[src/rtl/mux4_rr_sel_ctrl.sv]
// Round-robin arbiter and select controller for a shared 4:1 mux.
// One-hot grant with a hold limit; sel drives the mux select directly.
module mux4_rr_sel_ctrl #(
  parameter int unsigned MAX_HOLD = 8
) (
  input  logic       clk,
  input  logic       rst_n,
  input  logic [3:0] req,
  output logic [3:0] gnt,
  output logic [1:0] sel,
  output logic       sel_valid
);

  localparam int unsigned CNT_W = $clog2(MAX_HOLD + 1);
  localparam logic [CNT_W-1:0] HOLD_MAX = CNT_W'(MAX_HOLD);
  localparam logic [CNT_W-1:0] HOLD_ONE = CNT_W'(1);

  typedef enum logic {
    ST_IDLE  = 1'b0,
    ST_GRANT = 1'b1
  } state_t;

  state_t           state_q, state_d;
  logic [3:0]       gnt_q, gnt_d;
  logic [1:0]       sel_q, sel_d;
  logic             valid_q, valid_d;
  logic [CNT_W-1:0] hold_q, hold_d;
  logic [1:0]       ptr_q, ptr_d;

  logic [3:0]       others_s;
  logic [2:0]       idle_pick_s;
  logic [2:0]       own_pick_s;

  // Returns {found, index}: first set candidate at base+1 .. base+4 (mod 4).
  function automatic logic [2:0] rr_pick(input logic [1:0] base, input logic [3:0] cand);
    logic [2:0] res;
    logic [1:0] idx;
    res = 3'b000;
    for (int k = 4; k >= 1; k--) begin
      idx = base + 2'(k);
      if (cand[idx]) begin
        res = {1'b1, idx};
      end else begin
        res = res;
      end
    end
    return res;
  endfunction

  assign others_s    = req & ~(4'b0001 << sel_q);
  assign idle_pick_s = rr_pick(ptr_q, req);
  assign own_pick_s  = rr_pick(sel_q, others_s);

  // Next-state and next-output decision.
  always_comb begin
    state_d = state_q;
    gnt_d   = gnt_q;
    sel_d   = sel_q;
    valid_d = valid_q;
    hold_d  = hold_q;
    ptr_d   = ptr_q;
    case (state_q)
      ST_IDLE: begin
        if (idle_pick_s[2]) begin
          state_d = ST_GRANT;
          gnt_d   = 4'b0001 << idle_pick_s[1:0];
          sel_d   = idle_pick_s[1:0];
          valid_d = 1'b1;
          hold_d  = HOLD_ONE;
          ptr_d   = idle_pick_s[1:0];
        end else begin
          gnt_d   = 4'b0000;
          valid_d = 1'b0;
        end
      end
      ST_GRANT: begin
        // Handover on release, or on expiry once someone else is waiting.
        if ((!req[sel_q] || (hold_q == HOLD_MAX)) && own_pick_s[2]) begin
          gnt_d   = 4'b0001 << own_pick_s[1:0];
          sel_d   = own_pick_s[1:0];
          valid_d = 1'b1;
          hold_d  = HOLD_ONE;
          ptr_d   = own_pick_s[1:0];
        end else if (!req[sel_q]) begin
          state_d = ST_IDLE;
          gnt_d   = 4'b0000;
          valid_d = 1'b0;
        end else if (hold_q != HOLD_MAX) begin
          hold_d  = hold_q + HOLD_ONE;
        end else begin
          hold_d  = hold_q;
        end
      end
      default: begin
        state_d = ST_IDLE;
        gnt_d   = 4'b0000;
        valid_d = 1'b0;
        hold_d  = '0;
      end
    endcase
  end

  // State and output registers with synchronous active-low reset.
  always_ff @(posedge clk) begin
    if (!rst_n) begin
      state_q <= ST_IDLE;
      gnt_q   <= 4'b0000;
      sel_q   <= 2'b00;
      valid_q <= 1'b0;
      hold_q  <= '0;
      ptr_q   <= 2'd3;
    end else begin
      state_q <= state_d;
      gnt_q   <= gnt_d;
      sel_q   <= sel_d;
      valid_q <= valid_d;
      hold_q  <= hold_d;
      ptr_q   <= ptr_d;
    end
  end

  assign gnt       = gnt_q;
  assign sel       = sel_q;
  assign sel_valid = valid_q;

endmodule

[config.mk]
export PLATFORM = sky130hd
export DESIGN_NAME = mux4_rr_sel_ctrl
export DESIGN_NICKNAME = d
export VERILOG_FILES = /design/src/rtl/mux4_rr_sel_ctrl.sv
export SDC_FILE = /design/constraint.sdc
export NUM_CORES = 1
export LEC_CHECK = 0
export CAP_MARGIN = 20
export CORE_MARGIN = 3
export CORE_UTILIZATION = 44
export CTS_CLUSTER_DIAMETER = 120
export DETAILED_ROUTE_END_ITERATION = 12
export GPL_TIMING_DRIVEN = 0
export PLACE_DENSITY = 0.68
export SLEW_MARGIN = 20
export SYNTH_ARGS = -nofsm -noshare
export SYNTH_HDL_FRONTEND = slang
export SYNTH_SLANG_ARGS = --single-unit
[constraint.sdc]
create_clock -name clk -period 2 [get_ports clk]
set_clock_uncertainty 0.05 [all_clocks]
set_input_delay 0.3 -clock clk [delete_from_list [all_inputs] [get_ports clk]]
set_output_delay 0.3 -clock clk [all_outputs]
set_load 0.05 [all_outputs]
* Word level (Yosys, flattened, before mapping)
Index checks and enable logic that the tools add are counted.
** Storage, ports and cells
- Output and inout port bits :: 7
- Register bits :: 14
- Logic and storage cells :: 84
** Operators by class
- Reduce and logical (&&, ||, !) cells :: 5
- Add/sub/neg operators :: 7
- Shifts and indexed selects :: 3
- Muxes and demuxes :: 45
- $lt $le $gt $ge :: 8
- Equal/unequal tests :: 7
- Bitwise gates (word level) :: 3
** Operator list (number)
- two-way mux 4 bit :: 7
- < comparator 2 x 3 -> 1 bit (second input constant) :: 8
- two-way mux 3 bit :: 8
- binary-select mux 1 bit (select 2 bit) :: 9
- case mux 4 bit (2 select lines) :: 2
- two-way mux 1 bit :: 14
- left shift 1 x 2 -> 4 bit (first input constant) :: 3
- adder 2 bit (second input constant) :: 4
- != test 3 x 1 -> 1 bit (second input constant) :: 2
- adder 2 x 1 -> 2 bit (second input constant) :: 2
- adder 4 x 1 -> 4 bit (second input constant) :: 1
- bitwise AND 4 bit :: 1
- == test 4 bit (second input constant) :: 1
- two-way mux 2 bit :: 2
- != test 4 bit (second input constant) :: 1
- inverter 4 bit :: 1
- case mux 1 bit (2 select lines) :: 2
- case mux 2 bit (2 select lines) :: 1
- != test 3 x 2 -> 1 bit (second input constant) :: 1
- AND reduction 3 bit :: 1
- != test 2 x 1 -> 1 bit (second input constant) :: 1
- != test 2 bit (second input constant) :: 1
- AND reduction 2 bit :: 1
- logical AND 1 bit :: 1
- 3 further kinds :: 3

* Logic depth before layout (Yosys ltp)
- Word-level depth :: 12
- Gate-level depth with buffers :: 8
- Mapped depth without buffers :: 7

* Worst setup path after synthesis
Ideal clock, no wire load.
- Kind :: reg-to-reg
- From :: reg sel_q[0] (netlist: sel[0])
- To :: reg gnt_q[0] (netlist: gnt[0])
- Stages on the path, launching flop included :: 9
- Setup slack :: -0.432 ns
- Clock period less this slack :: 2.432 ns
- Data arrival time :: 2.323 ns
- Data required time :: 1.891 ns
- Library setup time :: 0.059 ns
- Cells stage by stage :: dfxtp_1 > buf_6 > inv_1 > ha_1 > nand2b_1 > mux2_2 > o31a_2 > a211oi_1 > o221a_2
** Between the ends
- Word-level cells in the longest chain between the ends :: 12
- Elaborated cells on any way between the ends :: 27
- Those cells by class :: add/sub: 3; eq/ne: 1; shift: 2; mux: 16; bitwise: 2; reduce/logical: 3
** Ends and longest elaborated chain
- from (decl) :: line 25 : logic [1:0] sel_q, sel_d;
- from (signal assigned) :: line 115 : sel_q <= sel_d;
- left shift 1 x 2 -> 4 bit :: line 50 : assign others_s = req & ~(4'b0001 << sel_q);
- inverter 4 bit :: line 50
- bitwise AND 4 bit :: line 50
- binary-select mux 1 bit (select 2 bit) :: line 41 : if (cand[idx]) begin
- two-way mux 1 bit (implied by the code) :: line 41
- two-way mux 3 bit (4 in series) :: line 41
- left shift 1 x 2 -> 4 bit or logical AND 1 bit (tied branches) :: line 79, 78
- two-way mux 4 bit :: line 78 : if ((!req[sel_q] || (hold_q == HOLD_MAX)) && own_pick_s[2]) begin
- case mux 4 bit (2 select lines) :: line 62 : case (state_q)
- to (signal assigned) :: line 114 : gnt_q <= gnt_d;
- to (decl) :: line 24 : logic [3:0] gnt_q, gnt_d;
Parallel ways exist; a longest one is shown, timed or not. The select of a mux whose other input is x is not followed.
A chain may end at the register's enable or synchronous reset.

* Final worst setup path
- From :: reg sel_q[0] (netlist: sel[0])
- To :: reg gnt_q[2] (netlist: gnt[2])
The elaborated chain is that of the path after synthesis.

==> summary.md <==
| Metric | Value |
|---|---|
| Internal power | 739 µW |
| Clock buffer depth | 2 |
| Total Neg Setup Slack | 0 ns |
| Via count | 1,043 |
| Dpl ws | -0.410 ns |
| Setup Viol. Count Final | 0 |
| RSZ-0062 raised after global routing | yes |
| Fillers | between 150 and 200 |
| Outcome | completed |
| Routed Antenna Nets | 0 |
| Cell chosen for the clock root | clkbuf_4 |
| Critical path type | reg -> reg |
| Drt first pass iters | 6 |
| Clk slew on worst S/H paths | 0.09 ns |
| Worst setup EP type | flip-flop |
| TritonCTS Buffers | 3 |
| Core area | 0.00210 mm² |
| R2R setup slack | 0.02 ns |
| Die area | about 0.0030 mm² |
| Fmax achieved | 0.505 GHz |
| First-pass GRT wire length | about 4500 µm |
| Library cells used by synthesis | 49 |
| Fin area | 0.00141 mm² |
| Wire length on met2 | 1280 µm |
| DR top layer | met4 |
| Seq/Total Area, Yosys | 0.270 |
| I/O pin count | 13 |
| Clock share of power | 0.161 |
| DRT met1 WL | about 1200 µm |
| Via-per-instance ratio | about 6.2 |
| Vert. Die Dim | 54.6 µm |
| Synth Cell Area | 0.00104 mm² |
| Delay-heaviest family, CP | compound AO/OA/AOI/OAI gates |
| Synth warn | 0 |
| Remaining global-route overflow | 0 |
| Die Wd | 54.6 µm |
| Critical path data arrival time | 2.17 ns |
| Initial DRC count | 30 |
| Final WS setup | 0.0194 ns |
| CP startpoint kind | flip-flop |
| Pwr/cell area | 908 mW/mm² |
| TritonCTS clock tree | built |
| Yosys top cell area share | 0.270 |
| Worst-Skew Late Latency | between 0.2 and 0.3 ns |
| Final Hold Fails | 0 |
| Placed Area | 0.00127 mm² |
| Synth Register Bits | 14 |
| Tot Pwr | 1280 µW |
| Ys async rst share | 0 |
| N_diodes | 0 |
| Max Cap Violations | 0 |
| Sink Count | 14 |
| P&R area growth vs syn | 35.4% |
| Pin count of the biggest net entering global routing | 11 |
| FP Rows | 16 |
| Most common cell in the netlist | dfxtp_1 |
| CTS H-tree lvls | 1 |
| Cell-by-cell trace of the critical path | buf_8 > inv_8 > ha_4 > nand2b_4 > mux2_4 > o31a_4 > a211oi_2 > o221a_2 |
| IO buf count | 12 |
| Synth top area cells | dfxtp_1, ha_1, nand4_1, o21ai_0, nand2_1 |
| Sw Ratio | 0.422 |
| Initial core utilization | 0.494 |
| Rel. slew slack | 0.651 |
| Worst ir drop on vdd | 0.000666 V |
| DRC violations left | 0 |
| Sw Pwr | about 540 µW |
| CP max stage cell | dfxtp_4 |
| Worst min-delay path class | reg -> reg |
| Yosys top cell by area | dfxtp_1 |
| HPWL Detailed | 1930 µm |
| Hold-fix buffers, CTS | 0 |
| Tcrit/Tclk final | 0.990 |
| Wirelength per Cell | 16.7 µm |
| Syn Nets | 130 |
| Post-synth top flop | dfxtp_1 |
| Met3 wire len | 219 µm |
| Share of cells above drive strength 1 | 0.326 |
| Critical Path Max Stage Delay | 0.38 ns |
| Nets@finish | 154 |
| Static leakage | 0.000568 µW |
| Worst-Margin Slew | 0.524 ns |
| Slew Viols, Final | 0 |
| Logic pwr share | 0.559 |
| Worst EP required | between 2 and 2.5 ns |
| EDFF count, synth | 0 |
| Layout Utilization | 0.669 |
| RePlAce Congestion | between 0.8 and 0.9 |
| Min cycle time layout | just under 2 ns |
| Most instantiated cells after synthesis | dfxtp_1, nand2_1, nor2_1 |
| Mapped Cells | approximately 120 |
| Buf/Inv on CP | 2 |
| Total Wirelength | 2800 µm |
| Share of power burned in registers | 0.280 |
| Crit path max fanout | 6 |
| Initial antenna violation count | 0 |
| Synth Area per Inst | 8.80 µm² |
| Vias in the first global route | 983 |
| Total track usage | 0.212 |
[repair_timing]
action	4_1_cts	5_1_grt
pin swaps	5	5
gates resized for setup	10	5
buffers inserted	5	2
endpoints found under the setup margin	7	10
cloned	0	0
[worst reg2reg max path, delay by kind of cell, from the launching register on]
kind | cells | cell delay, ns
adders and majority gates | 1 | 0.14
buffers and inverters | 2 | 0.17
DFF | 1 | 0.38
and+or+nand+nor | 1 | 0.16
AOI/OAI and AO/OA | 3 | 0.76
muxes | 1 | 0.28
[stage by stage]
step / hold slack, ns / cells
2_1_floorplan: 0.381 / 118
3_3_place_gp: 0.430 / 157
3_5_place_dp: 0.439 / 157
5_1_grt: 0.473 / 168
4_1_cts: 0.451 / 166
6_report: 0.447 / 168
[cells in the final DEF, fill, tap and decap left out, types with 4 or more instances in the layout]
cell type,netlist,layout
a31oi_1,4,4
ha_1,6,4
buf_4,0,7
o21ai_0,6,6
nand4_1,5,5
nand2b_4,0,4
nand2_1,8,8
clkdlybuf4s50_1,0,8
nor2_1,7,7
nand3_1,4,4
inv_1,6,4
dfxtp_1,14,12
[final cells by class]
class,count,area [µm²],share of cell area
Timing Repair Buffer,19,171,0.122
Clock buffer,4,36.3,0.0258
Inverter,6,30.0,0.0214
Multi-Input combinational cell,94,813,0.578
Sequential cell,14,288,0.205
Buffer,4,33.8,0.0240
Tap cell,27,33.8,0.0240
[power by group through the flow]
stage          Sequential, µW  Clock [µW]  Combinational, µW
2_1_floorplan             450           0                385
3_3_place_gp              367           0                610
3_5_place_dp              368           0                618
4_1_cts                   358         210                683
5_1_grt                   363         217                760
6_report                  358         205                714
[metal layers]
| metal | GRT usage | up-vias |
|---|---|---|
| li1 | - | 494 |
| met1 | 0.285 | 492 |
| met2 | 0.327 | 47 |
| met3 | 0.0518 | 10 |
| met4 | 0.0705 | 0 |
| met5 | 0 | - |
[sequential cells by signal, summed over array words and instances (netlist names)]
signal,cells
hold_q,4
sel_valid,1
sel,2
state_q,1
gnt,4
ptr_q,2
[cell families (layout without fill, tap and decap cells)]
family,count (synthesis),count (layout),synth area share
muxes,5,5,0.0626
adders and majority gates,6,6,0.0723
and+or+nand+nor,43,43,0.235
AOI/OAI and AO/OA,38,38,0.293
xor gates and xnor gates,2,2,0.0169
DFF,14,14,0.270
buffers and inverters,10,33,0.0506
[path summary, 6_finish.rpt]
kind,cells after the start,endpoint,from
setup reg to reg,8,gnt[2]$_SDFFE_PN0P_,sel[0]$_SDFFE_PN0P_
setup / recovery,8,gnt[2]$_SDFFE_PN0P_,sel[0]$_SDFFE_PN0P_
hold / removal,2,sel_valid$_SDFFE_PN0P_,sel_valid$_SDFFE_PN0P_
hold reg to reg,2,sel_valid$_SDFFE_PN0P_,sel_valid$_SDFFE_PN0P_
Power figures use the tool's default switching activity.
